$ cat src/rtl/vga_record_history.sv
// VGA overlay: DEPTH-deep history of BCD records; renders one, frame-latched, 2-stage pixel path.
// Optional: define VGA_RECORD_BLINK_EN to blink older records (sel != 0) with a 64-frame period.
module vga_record_history #(
  parameter int DIGITS     = 8,
  parameter int DEPTH      = 4,
  parameter int SCALE_LOG2 = 1,
  parameter int X0         = 320,
  parameter int Y0         = 352,
  parameter int HBP        = 144,
  parameter int VBP        = 35
) (
  input  logic                     clk,
  input  logic                     rst,
  input  logic [9:0]               hc,
  input  logic [9:0]               vc,
  input  logic                     rec_valid,
  input  logic [4*DIGITS-1:0]      rec_digits,
  input  logic [$clog2(DEPTH)-1:0] sel,
  input  logic                     clear,
  output logic [$clog2(DEPTH):0]   rec_count,
  output logic                     has_record,
  output logic                     has_num
);
  localparam int PW = $clog2(DEPTH);
  localparam int DW = (DIGITS > 1) ? $clog2(DIGITS) : 1;
  localparam int RW = 4 * DIGITS;
  localparam logic [10:0] XLO  = 11'(X0);
  localparam logic [10:0] XHI  = 11'(X0 + DIGITS * (8 << SCALE_LOG2));
  localparam logic [10:0] YLO  = 11'(Y0);
  localparam logic [10:0] YHI  = 11'(Y0 + (16 << SCALE_LOG2));
  localparam logic [10:0] HOFF = 11'(HBP);
  localparam logic [10:0] VOFF = 11'(VBP);
  localparam logic [PW:0] FULL = (PW + 1)'(DEPTH);

  logic [PW-1:0] wr_ptr_q, wr_ptr_d;
  logic [PW:0]   cnt_q, cnt_d;
  logic [RW-1:0] ring_q [DEPTH];
  logic [RW-1:0] disp_q, disp_d;
  logic          disp_vld_q, disp_vld_d;
  logic          inside_q, inside_d;
  logic [3:0]    nib_q, nib_d;
  logic [3:0]    row_q, row_d;
  logic [2:0]    col_q, col_d;
  logic          has_num_q, has_num_d;

  logic          frame_tick;
  logic [PW-1:0] rd_idx;
  logic [10:0]   x, y, dx, dy;
  logic [DW-1:0] dig;
  logic [RW-1:0] disp_sh;
  logic [7:0]    row_bits;
  logic          blank;

  assign frame_tick = (hc == 10'd0) && (vc == 10'd0);
  assign rd_idx     = wr_ptr_q - PW'(1) - sel;
  assign rec_count  = cnt_q;
  assign has_record = (cnt_q != '0);
  assign has_num    = has_num_q;

`ifdef VGA_RECORD_BLINK_EN
  logic [5:0] blink_q;
  logic       sel_nz_q;
  always_ff @(posedge clk or posedge rst) begin
    if (rst) begin
      blink_q  <= '0;
      sel_nz_q <= 1'b0;
    end else if (frame_tick) begin
      blink_q  <= blink_q + 6'd1;
      sel_nz_q <= (sel != '0);
    end
  end
  assign blank = blink_q[5] && sel_nz_q;
`else
  assign blank = 1'b0;
`endif

  // Seven-segment style glyph: segments gfedcba drawn into an 8x16 cell
  function automatic logic [7:0] glyph_row(input logic [3:0] n, input logic [3:0] r);
    logic [6:0] s;
    s = 7'h00;
    case (n)
      4'd0: s = 7'h3F;
      4'd1: s = 7'h06;
      4'd2: s = 7'h5B;
      4'd3: s = 7'h4F;
      4'd4: s = 7'h66;
      4'd5: s = 7'h6D;
      4'd6: s = 7'h7D;
      4'd7: s = 7'h07;
      4'd8: s = 7'h7F;
      4'd9: s = 7'h6F;
      default: s = 7'h00;
    endcase
    glyph_row = 8'h00;
    if (r == 4'd2 && s[0])
      glyph_row = 8'h7E;
    else if (r >= 4'd3 && r <= 4'd7)
      glyph_row = {1'b0, s[5], s[5], 2'b00, s[1], s[1], 1'b0};
    else if (r == 4'd8 && s[6])
      glyph_row = 8'h7E;
    else if (r >= 4'd9 && r <= 4'd13)
      glyph_row = {1'b0, s[4], s[4], 2'b00, s[2], s[2], 1'b0};
    else if (r == 4'd14 && s[3])
      glyph_row = 8'h7E;
  endfunction

  always_comb begin
    wr_ptr_d = wr_ptr_q;
    cnt_d    = cnt_q;
    if (clear) begin
      wr_ptr_d = '0;
      cnt_d    = '0;
    end else if (rec_valid) begin
      wr_ptr_d = wr_ptr_q + PW'(1);
      if (cnt_q != FULL) cnt_d = cnt_q + (PW + 1)'(1);
    end
  end

  always_comb begin
    disp_d     = disp_q;
    disp_vld_d = disp_vld_q;
    if (frame_tick) begin
      disp_d     = ring_q[rd_idx];
      disp_vld_d = ({1'b0, sel} < cnt_q);
    end
  end

  always_comb begin
    x        = {1'b0, hc} - HOFF;
    y        = {1'b0, vc} - VOFF;
    dx       = x - XLO;
    dy       = y - YLO;
    inside_d = (hc >= 10'(HBP)) && (vc >= 10'(VBP)) &&
               (x >= XLO) && (x < XHI) &&
               (y >= YLO) && (y < YHI) &&
               disp_vld_q && !blank;
    dig      = DW'(dx >> (3 + SCALE_LOG2));
    col_d    = 3'(dx >> SCALE_LOG2);
    row_d    = 4'(dy >> SCALE_LOG2);
    // Digit 0 sits in the top nibble, so shift it up to the MSBs
    disp_sh  = disp_q << {dig, 2'b00};
    nib_d    = disp_sh[RW-1 -: 4];
  end

  always_comb begin
    row_bits  = glyph_row(nib_q, row_q);
    has_num_d = inside_q && row_bits[3'd7 - col_q];
  end

  always_ff @(posedge clk) begin
    if (rec_valid && !clear) ring_q[wr_ptr_q] <= rec_digits;
  end

  always_ff @(posedge clk or posedge rst) begin
    if (rst) begin
      wr_ptr_q   <= '0;
      cnt_q      <= '0;
      disp_q     <= '0;
      disp_vld_q <= 1'b0;
      inside_q   <= 1'b0;
      nib_q      <= '0;
      row_q      <= '0;
      col_q      <= '0;
      has_num_q  <= 1'b0;
    end else begin
      wr_ptr_q   <= wr_ptr_d;
      cnt_q      <= cnt_d;
      disp_q     <= disp_d;
      disp_vld_q <= disp_vld_d;
      inside_q   <= inside_d;
      nib_q      <= nib_d;
      row_q      <= row_d;
      col_q      <= col_d;
      has_num_q  <= has_num_d;
    end
  end
endmodule

$ cat config.mk
export PLATFORM = sky130hd
export DESIGN_NAME = vga_record_history
export DESIGN_NICKNAME = d
export VERILOG_FILES = /design/src/rtl/vga_record_history.sv
export SDC_FILE = /design/constraint.sdc
export NUM_CORES = 1
export LEC_CHECK = 0
export CORE_MARGIN = 2
export CORE_UTILIZATION = 38
export CTS_CLUSTER_SIZE = 40
export DETAILED_ROUTE_END_ITERATION = 10
export PLACE_DENSITY = 0.67
export SYNTH_ARGS = -nofsm -noshare
export SYNTH_HDL_FRONTEND = slang
export SYNTH_SLANG_ARGS = --single-unit
$ cat constraint.sdc
create_clock -name clk -period 4.35 [get_ports clk]
set_input_delay 1.0875 -clock clk [delete_from_list [all_inputs] [get_ports clk]]
set_output_delay 1.0875 -clock clk [all_outputs]
set_load 0.005 [all_outputs]
==> out/qor_table.md, run 1 <==
| Quantity | Value | Unit |
|---|---|---|
| Run status | completed | - |
| Highest Clock Rate | 0.329 | GHz |
| Count of unique library cells instantiated by Yosys | 44 | - |
| Fraction of final layout cells with drive strength greater than 1 | 25.3 | % |
| CTS max path bufs | 2 | - |
| Number of antenna violations at the first check in global routing | 0 | - |
| Resize count post-CTS | 0 | - |
| Vias | 3656 | - |
| Total of max-cap violations | 0 | - |
| Signal arrival time at the worst endpoint | 3350 | ps |
| Final period demand of the worst path | 3040 | ps |
| Register clock-pin slew on the reported worst setup and hold paths | 60 | ps |
| Post-CTS Repair Setup Buffers | 0 | - |
| Post-route insts no fill | 743 | - |
| All-Layer GR Usage | 14.1 | % |
| Worst reg2reg startpoint | wr_ptr_q[0] | - |
| Final routed DRC violation total | 0 | - |
| Netlist area before placement | 0.00747 | mm² |
| Die area | 0.0208 | mm² |
| Worst setup EP type | register | - |
| Yosys top cell by area | sky130_fd_sc_hd__edfxtp_1 | - |
| Reg2Reg Depth | 6 | - |
| Number of rows created at floorplan | 51 | - |
| Net count of the finished layout | 539 | - |
| Fraction of post-synthesis cell area in the top cell type by area | 51.4 | % |
| Per-instance average area after synthesis | 19.2 | µm² |
| Basic-gate share of the synthesized area counting and, or, nand and nor cells | 3.75 | % |
| Initial standard-cell utilization of the core | 38.5 | % |
| Final critical-path setup slack | 1310 | ps |
| Synth Area in Compound Gates | 2.43 | % |
| CP Launch Type | input port | - |
| Flip-flop and latch count after synthesis | 179 | - |
| First drt pass iteration count | 6 | - |
| Sum of internal, switching and leakage power | 3.82 | mW |
| Async set-or-reset flop fraction in the synthesized netlist | 28.5 | % |
| Classification of the worst-slack hold path | reg -> reg | - |
| Boundary Pins | 63 | - |
| Insertion delay to the later sink of the worst-skew pair | 420 | ps |
| Fin Setup TNS | 0 | ps |
| Die Span Y | 144 | µm |
| Final hold violation count | 0 | - |
| RePlAce Congestion | 0.753 | - |
| Crit Path Category | in -> reg | - |
| Seq/Total Area, Yosys | 68.5 | % |
| Post-synthesis instance total | 389 | - |
| H-tree lvl count | 4 | - |
| Placeable Area | 0.0194 | mm² |
| DR iter-0 viols | 187 | - |
| Overall routed net length | 13.6 | mm |
| Half-perimeter wire length after detailed placement | 8.60 | mm |
| Fin Clk Skew | 8.00 | ps |
| Clock net sink count | 179 | - |
| Setup slack at placement | 867 | ps |
| Maximum ir drop on the vdd rail | 0.318 | mV |
| Count of flip-flops with a built-in enable after synthesis | 128 | - |
| Top cells by area, synth | sky130_fd_sc_hd__edfxtp_1 51%, sky130_fd_sc_hd__dfrtp_1 17%, sky130_fd_sc_hd__mux4_2 12% | - |
| Max-slew headroom at the worst pin | 52.2 | % |
| RSZ-0062 raised after global routing | false | - |
| Number of antenna cells inserted | 0 | - |
| Xor and xnor fraction of the mapped netlist area | 1.29 | % |
| Power Dens Cells | 423 | mW/mm² |
| Area used by multi-input combinational logic | 0.00222 | mm² |
| Capture instance of the worst register-to-register path | disp_q[16] | - |
| Transition at the pin with the smallest max-transition slack | 716 | ps |
| Count of synthesis-stage warnings from yosys | 0 | - |
| Die width | 144 | µm |
| Maximum number of pins on one net before global-route repair | 35 | - |
| Maximum single-stage delay on the critical path | 490 | ps |
| First-pass GRT wire length | 21.7 | mm |
| Total of fill cells in the finished design | 1680 | - |
| Post-CTS Hold Buffers | 0 | - |
| Number of cells on the worst hold path | 2 | - |
| Seq. cell area | 0.00512 | mm² |
| Final Setup Violations | 0 | - |
| Worst-case register-to-register setup slack | 2020 | ps |
| Average wire length per cell after detail routing | 18.3 | µm |
| End point of the worst hold path | disp_vld_q | - |
| TritonCTS clock tree | built | - |
| Number of max-slew violations in the final report | 0 | - |
| Worst EP required | 4660 | ps |
| Slowest cell on the critical path | sky130_fd_sc_hd__clkdlybuf4s50_1 | - |
| Remaining antenna violation count after routing | 0 | - |
| Area Growth Syn to Fin | 20.9 | % |
| Vias in the first global route | 3971 | - |
| Total CTS buffers | 17 | - |
| Root Buffer Master | sky130_fd_sc_hd__clkbuf_16 | - |
| Multiplexer share of the synthesized area | 19.3 | % |
| Detailed-route vias per instance | 4.92 | - |
| Final Hold Slack | 510 | ps |
| Cell Count Post-Placement | 711 | - |
| Most used flip-flop cell after synthesis | sky130_fd_sc_hd__edfxtp_1 | - |
| CP max FO | 32 | - |
| Net Count, Synth | 463 | - |
| Count of input and output buffers | 62 | - |
| Min-Delay Startpoint | disp_vld_q | - |
| Arithmetic-cell share of the synthesized area counting full adders, half adders and majority gates | 2.81 | % |
| Dominant combinational cell family by area after synthesis | multiplexers | - |
| Grt ovf | 0 | - |
| Leak | 3.38 | nW |
| Ratio of final minimum period to clock period | 69.9 | % |
| Sequence of cells on the critical path | clkdlybuf4s50_1 > inv_1 > ha_2 > xor2_1 > xnor2_2 > buf_4 > mux4_2 > mux2_4 | - |
cells by family after synthesis:
kind of cell             after synthesis
AO/OA/AOI/OAI                         28
XOR/XNOR                              11
adder cells (fa/ha/maj)               17
buffers and inverters                 30
flip-flops                           179
multiplexers                          79
AND/OR/NAND/NOR                       45
critical path: cells and delay by family:
kind	cells	cell delay, ps
buffers and inverters	3	990
xor gates and xnor gates	2	340
adders and majority gates	1	170
muxes	2	710
how the worst max path moves through the flow:
stage	start	end	slack, ps	cells after the start
finish	sel[0]	disp_q[16]	1310	8
global route	hc[4]	disp_q[0]	1220	9
detailed placement	sel[0]	disp_q[16]	870	8
CTS	sel[0]	disp_q[16]	1300	8
global placement	sel[0]	disp_q[16]	880	8
floorplan	hc[4]	nib_q[0]	1470	6
metal layers:
layer / up-vias / GRT usage, % / part of all wire [%] / routed length [µm]
met5: - / 0 / 0 / 0
met4: 0 / 3.07 / 0.68 / 93
met2: 65 / 24.2 / 51 / 6880
li1: 1693 / - / - / -
met1: 1888 / 18.0 / 45 / 6090
met3: 10 / 4.14 / 4.0 / 545
state kept, by name, summed over array words and instances, names as in the netlist:
name        count
has_num         1
wr_ptr_q        2
nib_q           4
disp_q         32
row_q           4
col_q           3
rec_count       3
inside_q        1
disp_vld_q      1
ring_q        128
per-stage QoR:
stage,util [%],cell area (µm²)
global placement,43.5,8430
detailed placement,43.5,8430
finish,46.6,9040
CTS,46.6,9040
global route,46.6,9040
floorplan,-,7470
layout by cell type (no fill, tap or decap), drive strengths merged, types with 3 or more instances in the layout:
| master | count |
|---|---|
| edfxtp | 128 |
| clkdlybuf4s50 | 62 |
| dfrtp | 51 |
| mux4 | 40 |
| mux2 | 36 |
| inv | 21 |
| clkbuf | 20 |
| ha | 16 |
| a21oi | 9 |
| nor2 | 9 |
| buf | 9 |
| nand2 | 8 |
| nor3 | 7 |
| xor2 | 6 |
| xnor2 | 5 |
| o21ai | 5 |
| nand2b | 4 |
| and2 | 4 |
| mux2i | 3 |
| bufinv | 3 |
cells in the mapped netlist, types with 2 or more instances:
cell	n
sky130_fd_sc_hd__clkbuf_1	3
sky130_fd_sc_hd__nor4b_1	2
sky130_fd_sc_hd__edfxtp_1	128
sky130_fd_sc_hd__nand2b_1	4
sky130_fd_sc_hd__o21ai_0	4
sky130_fd_sc_hd__buf_6	3
sky130_fd_sc_hd__xor2_1	6
sky130_fd_sc_hd__mux2i_1	3
sky130_fd_sc_hd__nor3_1	7
sky130_fd_sc_hd__nand4b_1	2
sky130_fd_sc_hd__mux2_4	28
sky130_fd_sc_hd__mux2_2	8
sky130_fd_sc_hd__xnor2_1	5
sky130_fd_sc_hd__nand3b_1	2
sky130_fd_sc_hd__a21oi_1	9
sky130_fd_sc_hd__mux4_2	40
sky130_fd_sc_hd__and2_1	4
sky130_fd_sc_hd__o22ai_1	2
sky130_fd_sc_hd__ha_1	16
sky130_fd_sc_hd__nand2_1	8
sky130_fd_sc_hd__nor2_1	9
sky130_fd_sc_hd__dfrtp_1	51
sky130_fd_sc_hd__inv_1	16
sky130_fd_sc_hd__a21boi_0	2
sky130_fd_sc_hd__a2111oi_0	2
sky130_fd_sc_hd__buf_2	7
cell type report:
class,count,area share (%)
Tap cell,265,3.67
Multi-Input combinational cell,180,24.6
Timing Repair Buffer,71,7.75
Clock inverter,12,1.88
Clock buffer,20,4.83
Sequential cell,179,56.6
Inverter,16,0.664
where the power goes:
part | leakage (nW) | switching, mW | internal (mW)
Sequential | 1.86 | 0.0202 | 1.88
Clock | 0.291 | 0.642 | 0.919
Combinational | 1.23 | 0.174 | 0.190
Total | 3.38 | 0.837 | 2.98
Power figures use the tool's default switching activity.
==> inputs of run 2 (changes only) <==
==> constraint.sdc (replaced) <==
create_clock -name clk -period 3 [get_ports clk]
set_input_delay 0.75 -clock clk [delete_from_list [all_inputs] [get_ports clk]]
set_output_delay 0.75 -clock clk [all_outputs]
set_load 0.005 [all_outputs]
==> out/qor_table.md, run 2 (synthesized netlist as in run 1, its figures left out) <==
| Quantity | Value | Unit |
|---|---|---|
| Overall routed net length | 14.0 | mm |
| Resize count post-CTS | 0 | - |
| Final Setup Violations | 0 | - |
| H-tree lvl count | 4 | - |
| Proportion of total power due to net switching | 22.6 | % |
| Root Buffer Master | sky130_fd_sc_hd__clkbuf_16 | - |
| Boundary Pins | 63 | - |
| Maximum ir drop on the vdd rail | 0.432 | mV |
| Clock share of power | 38.0 | % |
| Insertion delay to the later sink of the worst-skew pair | 420 | ps |
| Final period demand of the worst path | 2500 | ps |
| Max-slew headroom at the worst pin | 64.9 | % |
| Register bank with the most flops | ring_q | - |
| Post-CTS Repair Setup Buffers | 0 | - |
| Total of max-cap violations | 0 | - |
| Ratio of final minimum period to clock period | 83.4 | % |
| Commonest cells after routing, fill and taps aside | 128 x sky130_fd_sc_hd__edfxtp_1, 62 x sky130_fd_sc_hd__clkdlybuf4s50_1, 51 x sky130_fd_sc_hd__dfrtp_1, 40 x sky130_fd_sc_hd__mux4_2, 28 x sky130_fd_sc_hd__mux2_4 | - |
| Vias in the first global route | 3973 | - |
| Power Dens Cells | 585 | mW/mm² |
| Die area | 0.0208 | mm² |
| Initial standard-cell utilization of the core | 38.5 | % |
| Transition at the pin with the smallest max-transition slack | 525 | ps |
| Sequential fraction of design power | 51.5 | % |
| Net Sw Power | 1.21 | mW |
| Fin Clk Skew | 8.48 | ps |
| Count of input and output buffers | 62 | - |
| Worst setup EP type | register | - |
| Number of max-slew violations in the final report | 0 | - |
| Total CTS buffers | 17 | - |
| Final Core Density | 47.0 | % |
| Sequence of cells on the critical path | clkdlybuf4s50_1 > inv_1 > ha_2 > xor2_1 > xnor2_2 > buf_12 > mux4_2 > mux2_4 | - |
| Setup slack at placement | 53.9 | ps |
| Classification of the worst-slack hold path | reg -> reg | - |
| Die Span Y | 144 | µm |
| Largest register FFs | 128 | - |
| Run status | completed | - |
| Leak | 3.41 | nW |
| TritonCTS clock tree | built | - |
| Number of antenna cells inserted | 0 | - |
| Average wire length per cell after detail routing | 18.7 | µm |
| CP Launch Type | input port | - |
| Combinational share of power | 10.5 | % |
| RePlAce Congestion | 0.777 | - |
| Half-perimeter wire length after detailed placement | 8.69 | mm |
| CTS max path bufs | 2 | - |
| Register clock-pin slew on the reported worst setup and hold paths | 60 | ps |
| Grt ovf | 0 | - |
| Fin Setup TNS | 0 | ps |
| Cell-internal power | 4.13 | mW |
| Clock net sink count | 179 | - |
| Final critical-path setup slack | 497 | ps |
| Die width | 144 | µm |
| Post-CTS Hold Buffers | 0 | - |
| Remaining antenna violation count after routing | 0 | - |
| Net count of the finished layout | 543 | - |
| Detailed-route vias per instance | 4.95 | - |
| CP max FO | 14 | - |
| Signal arrival time at the worst endpoint | 2810 | ps |
| Vias | 3697 | - |
| DR iter-0 viols | 250 | - |
| Final hold violation count | 0 | - |
| Slowest cell on the critical path | sky130_fd_sc_hd__clkdlybuf4s50_1 | - |
| Area Growth Syn to Fin | 22.0 | % |
| Highest Clock Rate | 0.399 | GHz |
| Final routed DRC violation total | 0 | - |
| Biggest regs | ring_q: 128 flops, disp_q: 32 flops | - |
| Fraction of final layout cells with drive strength greater than 1 | 26.1 | % |
| All-Layer GR Usage | 14.4 | % |
| Number of rows created at floorplan | 51 | - |
| Maximum number of pins on one net before global-route repair | 52 | - |
| Most frequent standard cell in the layout excluding fill and tap cells | sky130_fd_sc_hd__edfxtp_1 | - |
| First drt pass iteration count | 4 | - |
| Crit Path Category | in -> reg | - |
| Worst EP required | 3300 | ps |
| Placeable Area | 0.0194 | mm² |
| RSZ-0062 raised after global routing | false | - |
| Maximum single-stage delay on the critical path | 510 | ps |
| Number of antenna violations at the first check in global routing | 0 | - |
| First-pass GRT wire length | 22.0 | mm |
run 2: layer usage:
layer,wire [µm],GRT usage [%]
met5,0,0
met4,136,3.53
met3,691,3.87
met2,7020,24.8
met1,6110,18.3
run 2: power by group through the flow:
stage / Sequential (mW) / Combinational [mW] / Clock, mW
after floorplan: 2.79 / 0.322 / 0
after global routing: 2.75 / 0.608 / 2.19
after global placement: 2.80 / 0.562 / 0
after detailed placement: 2.80 / 0.571 / 0
after CTS: 2.75 / 0.575 / 2.08
final: 2.75 / 0.560 / 2.03
run 2: critical path, delay by kind of cell:
| family | cells | cell delay, ps |
|---|---|---|
| buffers and inverters | 3 | 780 |
| multiplexers | 2 | 600 |
| XOR/XNOR | 2 | 480 |
| adder cells (fa/ha/maj) | 1 | 180 |
run 2: cell type report:
cell class              instances  area, µm²
fillers                      1651      10300
flip-flops and latches        179       5120
multi-input cells             180       2220
repair buffers                 75        843
clock buffers                  19        443
well taps                     265        332
clock inverters                13        103
inverters                      16       60.1
run 2: worst paths after layout:
check | startpoint | end | slack (ps) | cells past startpoint
worst min-delay path | disp_q[20] | disp_q[20] | 510 | 1
worst min register to register | disp_q[20] | disp_q[20] | 510 | 1
worst max register to register | wr_ptr_q[0] | disp_q[10] | 930 | 6
min in group asynchronous | rst | rec_count[0] | 700 | 3
max in group asynchronous | rst | disp_q[9] | 2060 | 3
worst max-delay path | sel[0] | disp_q[10] | 500 | 8
run 2: stage by stage:
stage / std cells / area (µm²) / power [mW] / hold slack [ps]
after floorplan: 389 / 7470 / 3.11 / 455
after global routing: 747 / 9120 / 5.55 / 539
final: 747 / 9120 / 5.33 / 507
after CTS: 747 / 9120 / 5.40 / 511
after detailed placement: 715 / 8570 / 3.37 / 496
after global placement: 715 / 8570 / 3.36 / 488
==> inputs of run 3 (changes only) <==
==> constraint.sdc (replaced) <==
create_clock -name clk -period 2.41 [get_ports clk]
set_input_delay 0.6025 -clock clk [delete_from_list [all_inputs] [get_ports clk]]
set_output_delay 0.6025 -clock clk [all_outputs]
set_load 0.005 [all_outputs]
==> out/qor_table.md, run 3 (synthesized netlist as in run 1, its figures left out) <==
| Quantity | Value | Unit |
|---|---|---|
| Post-CTS Repair Setup Buffers | 0 | - |
| Net count of the finished layout | 557 | - |
| Vias in the first global route | 4120 | - |
| Number of antenna cells inserted | 0 | - |
| Final Core Density | 47.7 | % |
| Boundary Pins | 63 | - |
| Vias | 3836 | - |
| Insertion delay to the later sink of the worst-skew pair | 430 | ps |
| Maximum number of pins on one net before global-route repair | 37 | - |
| Transition at the pin with the smallest max-transition slack | 493 | ps |
| Fin Clk Skew | 15.7 | ps |
| Detailed-route vias per instance | 5.04 | - |
| Overall routed net length | 14.3 | mm |
| Final critical-path setup slack | 108 | ps |
| Grt ovf | 0 | - |
| Resize count post-CTS | 0 | - |
| Half-perimeter wire length after detailed placement | 9.09 | mm |
| Max-slew headroom at the worst pin | 66.7 | % |
| Run status | completed | - |
| First-pass GRT wire length | 22.4 | mm |
| Final Setup Violations | 0 | - |
| Maximum single-stage delay on the critical path | 490 | ps |
| Number of rows created at floorplan | 51 | - |
| Cell Count Post-Placement | 728 | - |
| Number of max-slew violations in the final report | 0 | - |
| Die width | 144 | µm |
| Area Growth Syn to Fin | 23.7 | % |
| Sequence of cells on the critical path | clkdlybuf4s50_1 > inv_1 > ha_2 > xor2_1 > xnor2_2 > buf_12 > mux4_2 > mux2_4 | - |
| RSZ-0062 raised after global routing | false | - |
| Total of fill cells in the finished design | 1652 | - |
| Final hold violation count | 0 | - |
| Remaining antenna violation count after routing | 0 | - |
| Worst setup EP type | register | - |
| Highest Clock Rate | 0.434 | GHz |
| Placed cell area | 0.00867 | mm² |
| Count of input and output buffers | 62 | - |
| Total CTS buffers | 17 | - |
| Slowest cell on the critical path | sky130_fd_sc_hd__clkdlybuf4s50_1 | - |
| Power Dens Cells | 735 | mW/mm² |
| Register clock-pin slew on the reported worst setup and hold paths | 70 | ps |
| Commonest cells after routing, fill and taps aside | 128 x sky130_fd_sc_hd__edfxtp_1, 62 x sky130_fd_sc_hd__clkdlybuf4s50_1, 51 x sky130_fd_sc_hd__dfrtp_1, 40 x sky130_fd_sc_hd__mux4_2, 28 x sky130_fd_sc_hd__mux2_4 | - |
| DR iter-0 viols | 220 | - |
| CTS max path bufs | 2 | - |
| Classification of the worst-slack hold path | in -> async | - |
| Fraction of final layout cells with drive strength greater than 1 | 28.2 | % |
| Area used by multi-input combinational logic | 0.00222 | mm² |
| Post-route standard cell area excluding fillers | 0.00925 | mm² |
| Seq. cell area | 0.00512 | mm² |
| TritonCTS clock tree | built | - |
| Leak | 3.49 | nW |
| RePlAce Congestion | 0.779 | - |
| CP Launch Type | input port | - |
| Root Buffer Master | sky130_fd_sc_hd__clkbuf_16 | - |
| Register bank with the most flops | ring_q | - |
| Biggest regs | ring_q: 128 flops, disp_q: 32 flops | - |
| Worst EP required | 2720 | ps |
| Largest register FFs | 128 | - |
| Clock net sink count | 179 | - |
| Average wire length per cell after detail routing | 18.8 | µm |
| Post-CTS Hold Buffers | 0 | - |
| Final routed DRC violation total | 0 | - |
| Setup slack at placement | -331 | ps |
| Placeable Area | 0.0194 | mm² |
| Most frequent standard cell in the layout excluding fill and tap cells | sky130_fd_sc_hd__edfxtp_1 | - |
| Crit Path Category | in -> reg | - |
| Post-route insts no fill | 761 | - |
| Die area | 0.0208 | mm² |
| Maximum ir drop on the vdd rail | 0.684 | mV |
| Final period demand of the worst path | 2300 | ps |
| Ratio of final minimum period to clock period | 95.5 | % |
| Signal arrival time at the worst endpoint | 2610 | ps |
| Number of antenna violations at the first check in global routing | 0 | - |
| Die Span Y | 144 | µm |
| All-Layer GR Usage | 14.8 | % |
| Total of max-cap violations | 0 | - |
| Fin Setup TNS | 0 | ps |
| H-tree lvl count | 4 | - |
| First drt pass iteration count | 4 | - |
| CP max FO | 19 | - |
| Initial standard-cell utilization of the core | 38.5 | % |
==> run 3: worst paths after layout <==
kind | start | end | cells after the start | slack [ps]
setup / recovery | sel[0] | disp_q[2] | 8 | 110
hold / removal | rst | col_q[2] | 2 | 470
setup reg to reg | wr_ptr_q[0] | disp_q[2] | 6 | 360
hold reg to reg | disp_q[19] | disp_q[19] | 1 | 500
max in group asynchronous | rst | disp_q[2] | 3 | 1400
min in group clk | disp_q[19] | disp_q[19] | 1 | 500
==> run 3: critical path, delay by kind of cell <==
family | cells | cell delay, ps
xor gates and xnor gates | 2 | 460
buffers and inverters | 3 | 770
muxes | 2 | 590
adders and majority gates | 1 | 170
==> run 3: layer usage <==
metal  vias to the layer above  GRT usage (%)  share of wire, %
met2                       108           25.5                51
met1                      1993           18.3                44
li1                       1719              -                 -
met4                         0           4.65               1.4
met5                         -              0                 0
met3                        16           3.84               4.1
==> run 3: area by class of cell <==
type | count | share of cell area [%]
clock inverter | 12 | 1.31
sequential | 179 | 55.4
inverter | 16 | 0.649
clock buffer | 20 | 4.83
multi-input combinational | 180 | 24.0
timing repair buffer | 89 | 10.3
tap | 265 | 3.59
==> run 3: power breakdown <==
group / leakage [nW] / total [mW] / switching, mW / internal (mW)
Combinational: 1.36 / 0.722 / 0.321 / 0.401
Clock: 0.275 / 2.65 / 1.18 / 1.47
Sequential: 1.86 / 3.42 / 0.0349 / 3.38
Total: 3.49 / 6.80 / 1.54 / 5.26
==> run 3: metrics by stage <==
stage	hold WS [ps]	total power [mW]
2_1_floorplan	455	3.88
3_3_place_gp	488	4.19
3_5_place_dp	495	4.21
4_1_cts	473	6.87
5_1_grt	499	7.06
6_report	473	6.80
